==> config.mk <==
export PLATFORM = sky130hd
export DESIGN_NAME = parking_day_ctrl
export DESIGN_NICKNAME = d
export VERILOG_FILES = /design/src/rtl/parking_pkg.sv /design/src/rtl/parking_hour_log.sv /design/src/rtl/parking_day_ctrl.sv
export SDC_FILE = /design/constraint.sdc
export NUM_CORES = 1
export LEC_CHECK = 0
export CORE_AREA = 2 2 136 138
export CTS_CLUSTER_SIZE = 8
export DETAILED_ROUTE_END_ITERATION = 16
export DIE_AREA = 0 0 138 140
export SETUP_SLACK_MARGIN = 0.3
export SKIP_CTS_REPAIR_TIMING = 1
export SYNTH_ARGS = -nofsm -noshare
export SYNTH_HDL_FRONTEND = slang
export SYNTH_HIERARCHICAL = 1
export SYNTH_SLANG_ARGS = --single-unit
export TNS_END_PERCENT = 50
==> constraint.sdc <==
create_clock -name clk -period 2.4 [get_ports clk]
set_input_delay 0.72 -clock clk [delete_from_list [all_inputs] [get_ports clk]]
set_output_delay 0.72 -clock clk [all_outputs]
set_load 0.02 [all_outputs]
==> src/rtl/parking_pkg.sv <==
// Shared types and constants for the parking day controller.
package parking_pkg;

  localparam int HOUR_W        = 4;
  localparam int DEF_MAX_HOURS = 9;

  typedef enum logic [1:0] {
    IDLE = 2'd0,
    RUN  = 2'd1,
    DUMP = 2'd2,
    DONE = 2'd3
  } state_t;

endpackage

==> src/rtl/parking_hour_log.sv <==
// Hourly entry log: one CNT_W counter per work hour, write port plus
// combinational read port. Writes to hours >= MAX_HOURS fall through.
module parking_hour_log
  import parking_pkg::*;
#(
  parameter int MAX_HOURS = DEF_MAX_HOURS,
  parameter int CNT_W     = 8
) (
  input  logic              clk,
  input  logic              reset,
  input  logic              clear,
  input  logic              we,
  input  logic [HOUR_W-1:0] wr_hour,
  input  logic [CNT_W-1:0]  wr_count,
  input  logic [HOUR_W-1:0] rd_hour,
  output logic [CNT_W-1:0]  rd_count
);

  logic [CNT_W-1:0] mem_r [MAX_HOURS];

  // Storage: cleared on reset and at the start of each day.
  always_ff @(posedge clk or posedge reset) begin
    if (reset) begin
      for (int i = 0; i < MAX_HOURS; i++) mem_r[i] <= {CNT_W{1'b0}};
    end else if (clear) begin
      for (int i = 0; i < MAX_HOURS; i++) mem_r[i] <= {CNT_W{1'b0}};
    end else begin
      for (int i = 0; i < MAX_HOURS; i++) begin
        if (we && (wr_hour == HOUR_W'(i))) mem_r[i] <= wr_count;
      end
    end
  end

  // Read mux.
  always_comb begin
    rd_count = {CNT_W{1'b0}};
    for (int i = 0; i < MAX_HOURS; i++) begin
      if (rd_hour == HOUR_W'(i)) rd_count = mem_r[i];
    end
  end

endmodule

==> src/rtl/parking_day_ctrl.sv <==
// Day-level parking controller: timer gating, capacity-checked entry,
// hourly entry logging and log dump. Optional rush-hour tracking: RUSH_TRACK_EN.
module parking_day_ctrl
  import parking_pkg::*;
#(
  parameter int LOT_SIZE  = 3,
  parameter int MAX_HOURS = DEF_MAX_HOURS,
  parameter int CNT_W     = 8
) (
  input  logic                          clk,
  input  logic                          reset,
  input  logic                          start_day,
  input  logic                          car_enter,
  input  logic                          car_exit,
  input  logic [3:0]                    work_hour,
  input  logic                          expired_one_hour,
  input  logic                          work_day_expired,
  output logic                          timer_hold,
  output logic [$clog2(LOT_SIZE+1)-1:0] occupancy,
  output logic                          lot_full,
  output logic                          entry_accept,
  output logic                          log_valid,
  input  logic                          log_ready,
  output logic [3:0]                    log_hour,
  output logic [CNT_W-1:0]              log_count,
  output logic                          busy
`ifdef RUSH_TRACK_EN
  ,
  output logic                          rush_valid,
  output logic [3:0]                    rush_hour
`endif
);

  localparam int OCC_W = $clog2(LOT_SIZE + 1);
  localparam logic [OCC_W-1:0]  LOT_MAX   = OCC_W'(LOT_SIZE);
  localparam logic [HOUR_W:0]   HOURS_LIM = (HOUR_W + 1)'(MAX_HOURS);

  state_t             state_r, next_state_s;
  logic               start_s, accept_s, exit_s, store_s, hour_end_s, xfer_s;
  logic               timer_hold_s, busy_s;
  logic [OCC_W-1:0]   occ_next_s;
  logic [CNT_W-1:0]   hour_cnt_r, store_val_s, rd_count_s;
  logic [HOUR_W:0]    n_entries_r, rd_ptr_r, wr_hour_ext_s;

  function automatic logic [CNT_W-1:0] sat_inc(input logic [CNT_W-1:0] v, input logic inc);
    if (inc && (v != {CNT_W{1'b1}})) sat_inc = v + CNT_W'(1);
    else                             sat_inc = v;
  endfunction

  // Event qualification and next occupancy.
  always_comb begin
    start_s       = start_day && ((state_r == IDLE) || (state_r == DONE));
    accept_s      = car_enter && (state_r == RUN) && ((occupancy != LOT_MAX) || car_exit);
    exit_s        = car_exit && (occupancy != {OCC_W{1'b0}});
    hour_end_s    = expired_one_hour && (state_r == RUN);
    wr_hour_ext_s = {1'b0, work_hour};
    store_s       = hour_end_s && (wr_hour_ext_s < HOURS_LIM);
    store_val_s   = sat_inc(hour_cnt_r, accept_s);
    xfer_s        = log_valid && log_ready;
    if (accept_s && !exit_s)      occ_next_s = occupancy + OCC_W'(1);
    else if (exit_s && !accept_s) occ_next_s = occupancy - OCC_W'(1);
    else                          occ_next_s = occupancy;
  end

  // State register.
  always_ff @(posedge clk or posedge reset) begin
    if (reset) state_r <= IDLE;
    else       state_r <= next_state_s;
  end

  // Next-state logic; DUMP exits on the last transfer or immediately when the log is empty.
  always_comb begin
    next_state_s = state_r;
    case (state_r)
      IDLE: if (start_day) next_state_s = RUN;  else next_state_s = IDLE;
      RUN:  if (work_day_expired) next_state_s = DUMP; else next_state_s = RUN;
      DUMP: begin
        if ((xfer_s && ((rd_ptr_r + (HOUR_W + 1)'(1)) == n_entries_r)) ||
            (!log_valid && (rd_ptr_r >= n_entries_r)))
          next_state_s = DONE;
        else
          next_state_s = DUMP;
      end
      DONE: if (start_day) next_state_s = RUN;  else next_state_s = DONE;
      default: next_state_s = IDLE;
    endcase
  end

  // State outputs, decoded from the next state so the registered copy tracks state_r.
  always_comb begin
    timer_hold_s = 1'b1;
    busy_s       = 1'b0;
    case (next_state_s)
      RUN, DUMP: begin timer_hold_s = 1'b0; busy_s = 1'b1; end
      default:   begin timer_hold_s = 1'b1; busy_s = 1'b0; end
    endcase
  end

  // Registered state outputs, occupancy and entry pulse.
  always_ff @(posedge clk or posedge reset) begin
    if (reset) begin
      timer_hold   <= 1'b1;
      busy         <= 1'b0;
      occupancy    <= {OCC_W{1'b0}};
      lot_full     <= 1'b0;
      entry_accept <= 1'b0;
    end else begin
      timer_hold   <= timer_hold_s;
      busy         <= busy_s;
      occupancy    <= occ_next_s;
      lot_full     <= (occ_next_s == LOT_MAX);
      entry_accept <= accept_s;
    end
  end

  // Hour counter and number of log entries to dump (highest stored hour + 1).
  always_ff @(posedge clk or posedge reset) begin
    if (reset) begin
      hour_cnt_r  <= {CNT_W{1'b0}};
      n_entries_r <= {(HOUR_W + 1){1'b0}};
    end else if (start_s) begin
      hour_cnt_r  <= {CNT_W{1'b0}};
      n_entries_r <= {(HOUR_W + 1){1'b0}};
    end else begin
      if (hour_end_s) hour_cnt_r <= {CNT_W{1'b0}};
      else            hour_cnt_r <= sat_inc(hour_cnt_r, accept_s);
      if (store_s && (wr_hour_ext_s >= n_entries_r))
        n_entries_r <= wr_hour_ext_s + (HOUR_W + 1)'(1);
    end
  end

  parking_hour_log #(
    .MAX_HOURS (MAX_HOURS),
    .CNT_W     (CNT_W)
  ) u_log (
    .clk      (clk),
    .reset    (reset),
    .clear    (start_s),
    .we       (store_s),
    .wr_hour  (work_hour),
    .wr_count (store_val_s),
    .rd_hour  (rd_ptr_r[HOUR_W-1:0]),
    .rd_count (rd_count_s)
  );

  // Dump streamer: present, hold until accepted, advance with a one-cycle bubble.
  always_ff @(posedge clk or posedge reset) begin
    if (reset) begin
      rd_ptr_r  <= {(HOUR_W + 1){1'b0}};
      log_valid <= 1'b0;
      log_hour  <= 4'd0;
      log_count <= {CNT_W{1'b0}};
    end else if (state_r != DUMP) begin
      rd_ptr_r  <= {(HOUR_W + 1){1'b0}};
      log_valid <= 1'b0;
    end else if (xfer_s) begin
      log_valid <= 1'b0;
      rd_ptr_r  <= rd_ptr_r + (HOUR_W + 1)'(1);
    end else if (!log_valid && (rd_ptr_r < n_entries_r)) begin
      log_valid <= 1'b1;
      log_hour  <= rd_ptr_r[HOUR_W-1:0];
      log_count <= rd_count_s;
    end
  end

`ifdef RUSH_TRACK_EN
  // First hour of the day in which the lot filled up.
  always_ff @(posedge clk or posedge reset) begin
    if (reset) begin
      rush_valid <= 1'b0;
      rush_hour  <= 4'd0;
    end else if (start_s) begin
      rush_valid <= 1'b0;
      rush_hour  <= 4'd0;
    end else if ((state_r == RUN) && !rush_valid && !lot_full && (occ_next_s == LOT_MAX)) begin
      rush_valid <= 1'b1;
      rush_hour  <= work_hour;
    end
  end
`endif

endmodule
==> results_dict.tcl <==
set metrics [dict create \
    synth_compound_area_frac 0.1220 \
    drv_cap 0 \
    arrival_ns 2.42 \
    ir_worst_vdd_uv 572.9 \
    synth-async-reset-ratio 1.000 \
    yosysTopAreaCellShare 0.4482 \
    drive_gt1_frac 0.2127 \
    via_per_inst 5.279 \
    grt_pass1_vias 4924 \
    io_pins 31 \
    fmaxAchievable_mhz 461.7 \
    clock_latency_ns 0.36 \
    drt_iter0_drc 423 \
    relSlewSlack 0.4617 \
    htree_levels 3 \
    synth-simple-area-share 0.1809 \
    die_h_um 140 \
    dp_cells 888 \
    io_buffers 30 \
    numCtsBuffers 9 \
    grt_pass1_wl_um 25720 \
    rows 49 \
    antenna_found_initial 1 \
    finalCriticalPeriod_ns 2.166 \
    status "completed" \
    holdPathStages 1 \
    critPathMaxStageDelay_ns 0.44 \
    die_area_um2 19320 \
    core-area_um2 17780 \
    p_per_area_nw_per_um2 687.0 \
    clkTransAtPathRegs_ns 0.08 \
    synthesis.area_um2 6141 \
    gp_congestion 0.8530 \
    critPathCaptureType "flop" \
    synth_ff_type "dfrtp_1" \
    clock_skew_ns 0.008473 \
    grt_usage 0.1639 \
    synth_edf_count 0 \
    hold_viol 0 \
    start_util 0.3454 \
    crit_path_max_fanout 6 \
    hold_class "flop to flop" \
    netlist_top_cells_count "dfrtp_1 (110), nor2_1 (66), mux2i_1 (61)" \
    nets 717 \
    pre_cts_ws_ns -0.4495 \
    grt_max_degree 73 \
    die_x_um 138 \
    ys_types 58 \
    synthesis.instances 625 \
    drv_slew 0 \
    yosysWarnings 6 \
    reg2reg_depth 8 \
    drt-pass1-iter-count 5 \
    fin_util 0.4355 \
    avgSynthCellArea_um2 9.825 \
    syn2layout_area_growth_pct 26.08 \
    power_leakage_nw 3.606 \
    vias 4862 \
    root_buffer "clkbuf_16" \
    cp-start-kind "flop" \
    grt_setup_unrepaired "yes" \
    ant_nets 0 \
    total_power_mw 5.319 \
    crit_chain "inv_2, ha_1, a41oi_2, o21ai_1, o21bai_2, nor2_2, buf_6, mux2_2" \
    final_cell_count_no_fill 921 \
    crit_type "flop to flop" \
    slowest_stage "dfrtp_1" \
    synth.area.top_cells "dfrtp_1 (45%), mux2i_1 (9.9%), nor2_1 (4.0%), ha_1 (3.9%), o21ai_0 (3.0%)" \
    synthAdderAreaFrac 0.03871 \
    wirelength_um 16740 \
    drc 0 \
    synth_mux_area_frac 0.1288 \
    crit_required_ns 2.65 \
    whs_ns 0.5150 \
    overflow 0 \
    synth_seq_area_share 0.4525 \
    numClockSinks 111 \
    fin_ws_ns 0.2341 \
    synth-seq-cells 111 \
    synth_xor_area_frac 0.02282 \
    clk_path_buf_depth 2 \
    routedWlPerCell_um 18.18 \
    max_slew.worst_pin.slew_ns 0.7990 \
    cts_tree "yes" \
    synth_nets 656 \
    synth_top_family_by_area "simple AND/OR/NAND/NOR gates" \
    yosysTopAreaCell "dfrtp_1" \
    finalSetupViolCount 0 \
    dp_hpwl_um 10460 \
    fin_crit_sh 0.9025 \
    yosys.cell_count.top_type "dfrtp_1" \
]
worst max-delay path, delay by kind of cell (launching register included):
kind | cells | cell delay (ns)
AOI/OAI and AO/OA | 3 | 0.52
adders and majority gates | 1 | 0.32
buffers and inverters | 2 | 0.24
DFF | 1 | 0.44
muxes | 1 | 0.34
and+or+nand+nor | 1 | 0.19
layout make-up:
cell class	count	area [µm²]
fill	1712	10040
multi-input combinational	444	3308
sequential	111	2781
timing repair buffer	93	954.7
tap	229	286.5
clock buffer	9	225.2
inverter	27	105.1
clock inverter	7	78.83
antenna	1	2.502
registers in the layout, summed over array words and instances (netlist names), 2 cells and up:
register and cells:
n_entries_r 5, rd_ptr_r 5, u_log/mem_r 72, log_count 8, state_r 2, log_hour 4
hour_cnt_r 8, occupancy 2
final timing paths:
path	slack (ns)	end	start
max	0.23	log_count[7]	n_entries_r[2]
min	0.51	log_count[4]	log_count[4]
max reg2reg	0.23	log_count[7]	n_entries_r[2]
min reg2reg	0.51	log_count[4]	log_count[4]
max in group asynchronous	1.23	u_log/mem_r[8]	reset
min in group asynchronous	0.79	hour_cnt_r[1]	reset
metrics by stage:
| step | TNS (ns) | cell area [µm²] |
|---|---|---|
| after CTS | -1.032 | 7234 |
| final | 0 | 7742 |
| after detailed placement | -28.10 | 6930 |
| after floorplan | 0 | 6145 |
| after global routing | 0 | 7740 |
| after global placement | -23.31 | 6930 |
per-layer routing:
metal / vias to the layer above / part of all wire / GRT usage
met1: 2446 / 0.44 / 0.2076
li1: 2299 / - / -
met2: 93 / 0.51 / 0.2835
met4: 0 / 0.023 / 0.06122
met5: - / 0 / 0
met3: 24 / 0.031 / 0.02598
cell usage in the layout (no fill, tap or decap), types with 4 or more instances in the layout:
| cell | instances |
|---|---|
| ha_1 | 16 |
| buf_12 | 9 |
| clkinvlp_4 | 4 |
| mux2i_1 | 59 |
| xor2_1 | 6 |
| o21bai_1 | 8 |
| buf_4 | 41 |
| a21oi_1 | 30 |
| nor2_4 | 4 |
| inv_1 | 22 |
| nand3b_1 | 12 |
| nor2b_1 | 5 |
| mux2_4 | 4 |
| a221oi_1 | 9 |
| clkdlybuf4s50_1 | 22 |
| nor2_1 | 63 |
| nand3_1 | 23 |
| and2_1 | 4 |
| nand2_1 | 40 |
| a21oi_2 | 4 |
| nand2b_1 | 19 |
| o22ai_1 | 7 |
| o21ai_0 | 36 |
| o31ai_1 | 8 |
| mux2_2 | 13 |
| xnor2_1 | 7 |
| clkbuf_16 | 9 |
| dlymetal6s2s_1 | 7 |
| buf_6 | 11 |
| dfrtp_1 | 108 |
report_power, final:
part	total, mW	leakage [nW]	switching [mW]	internal, mW
sequential	2.09	1.53	0.101	1.99
clock	1.57	0.139	0.747	0.820
combinational	1.66	1.94	0.943	0.718
total	5.32	3.61	1.79	3.53
cell families after synthesis:
| family | Yosys count |
|---|---|
| AND/OR/NAND/NOR | 209 |
| buffers and inverters | 71 |
| flip-flops | 111 |
| adder cells (fa/ha/maj) | 19 |
| AO/OA/AOI/OAI | 122 |
| XOR/XNOR | 16 |
| multiplexers | 77 |
No activity file was read; power rests on OpenSTA's default activity.
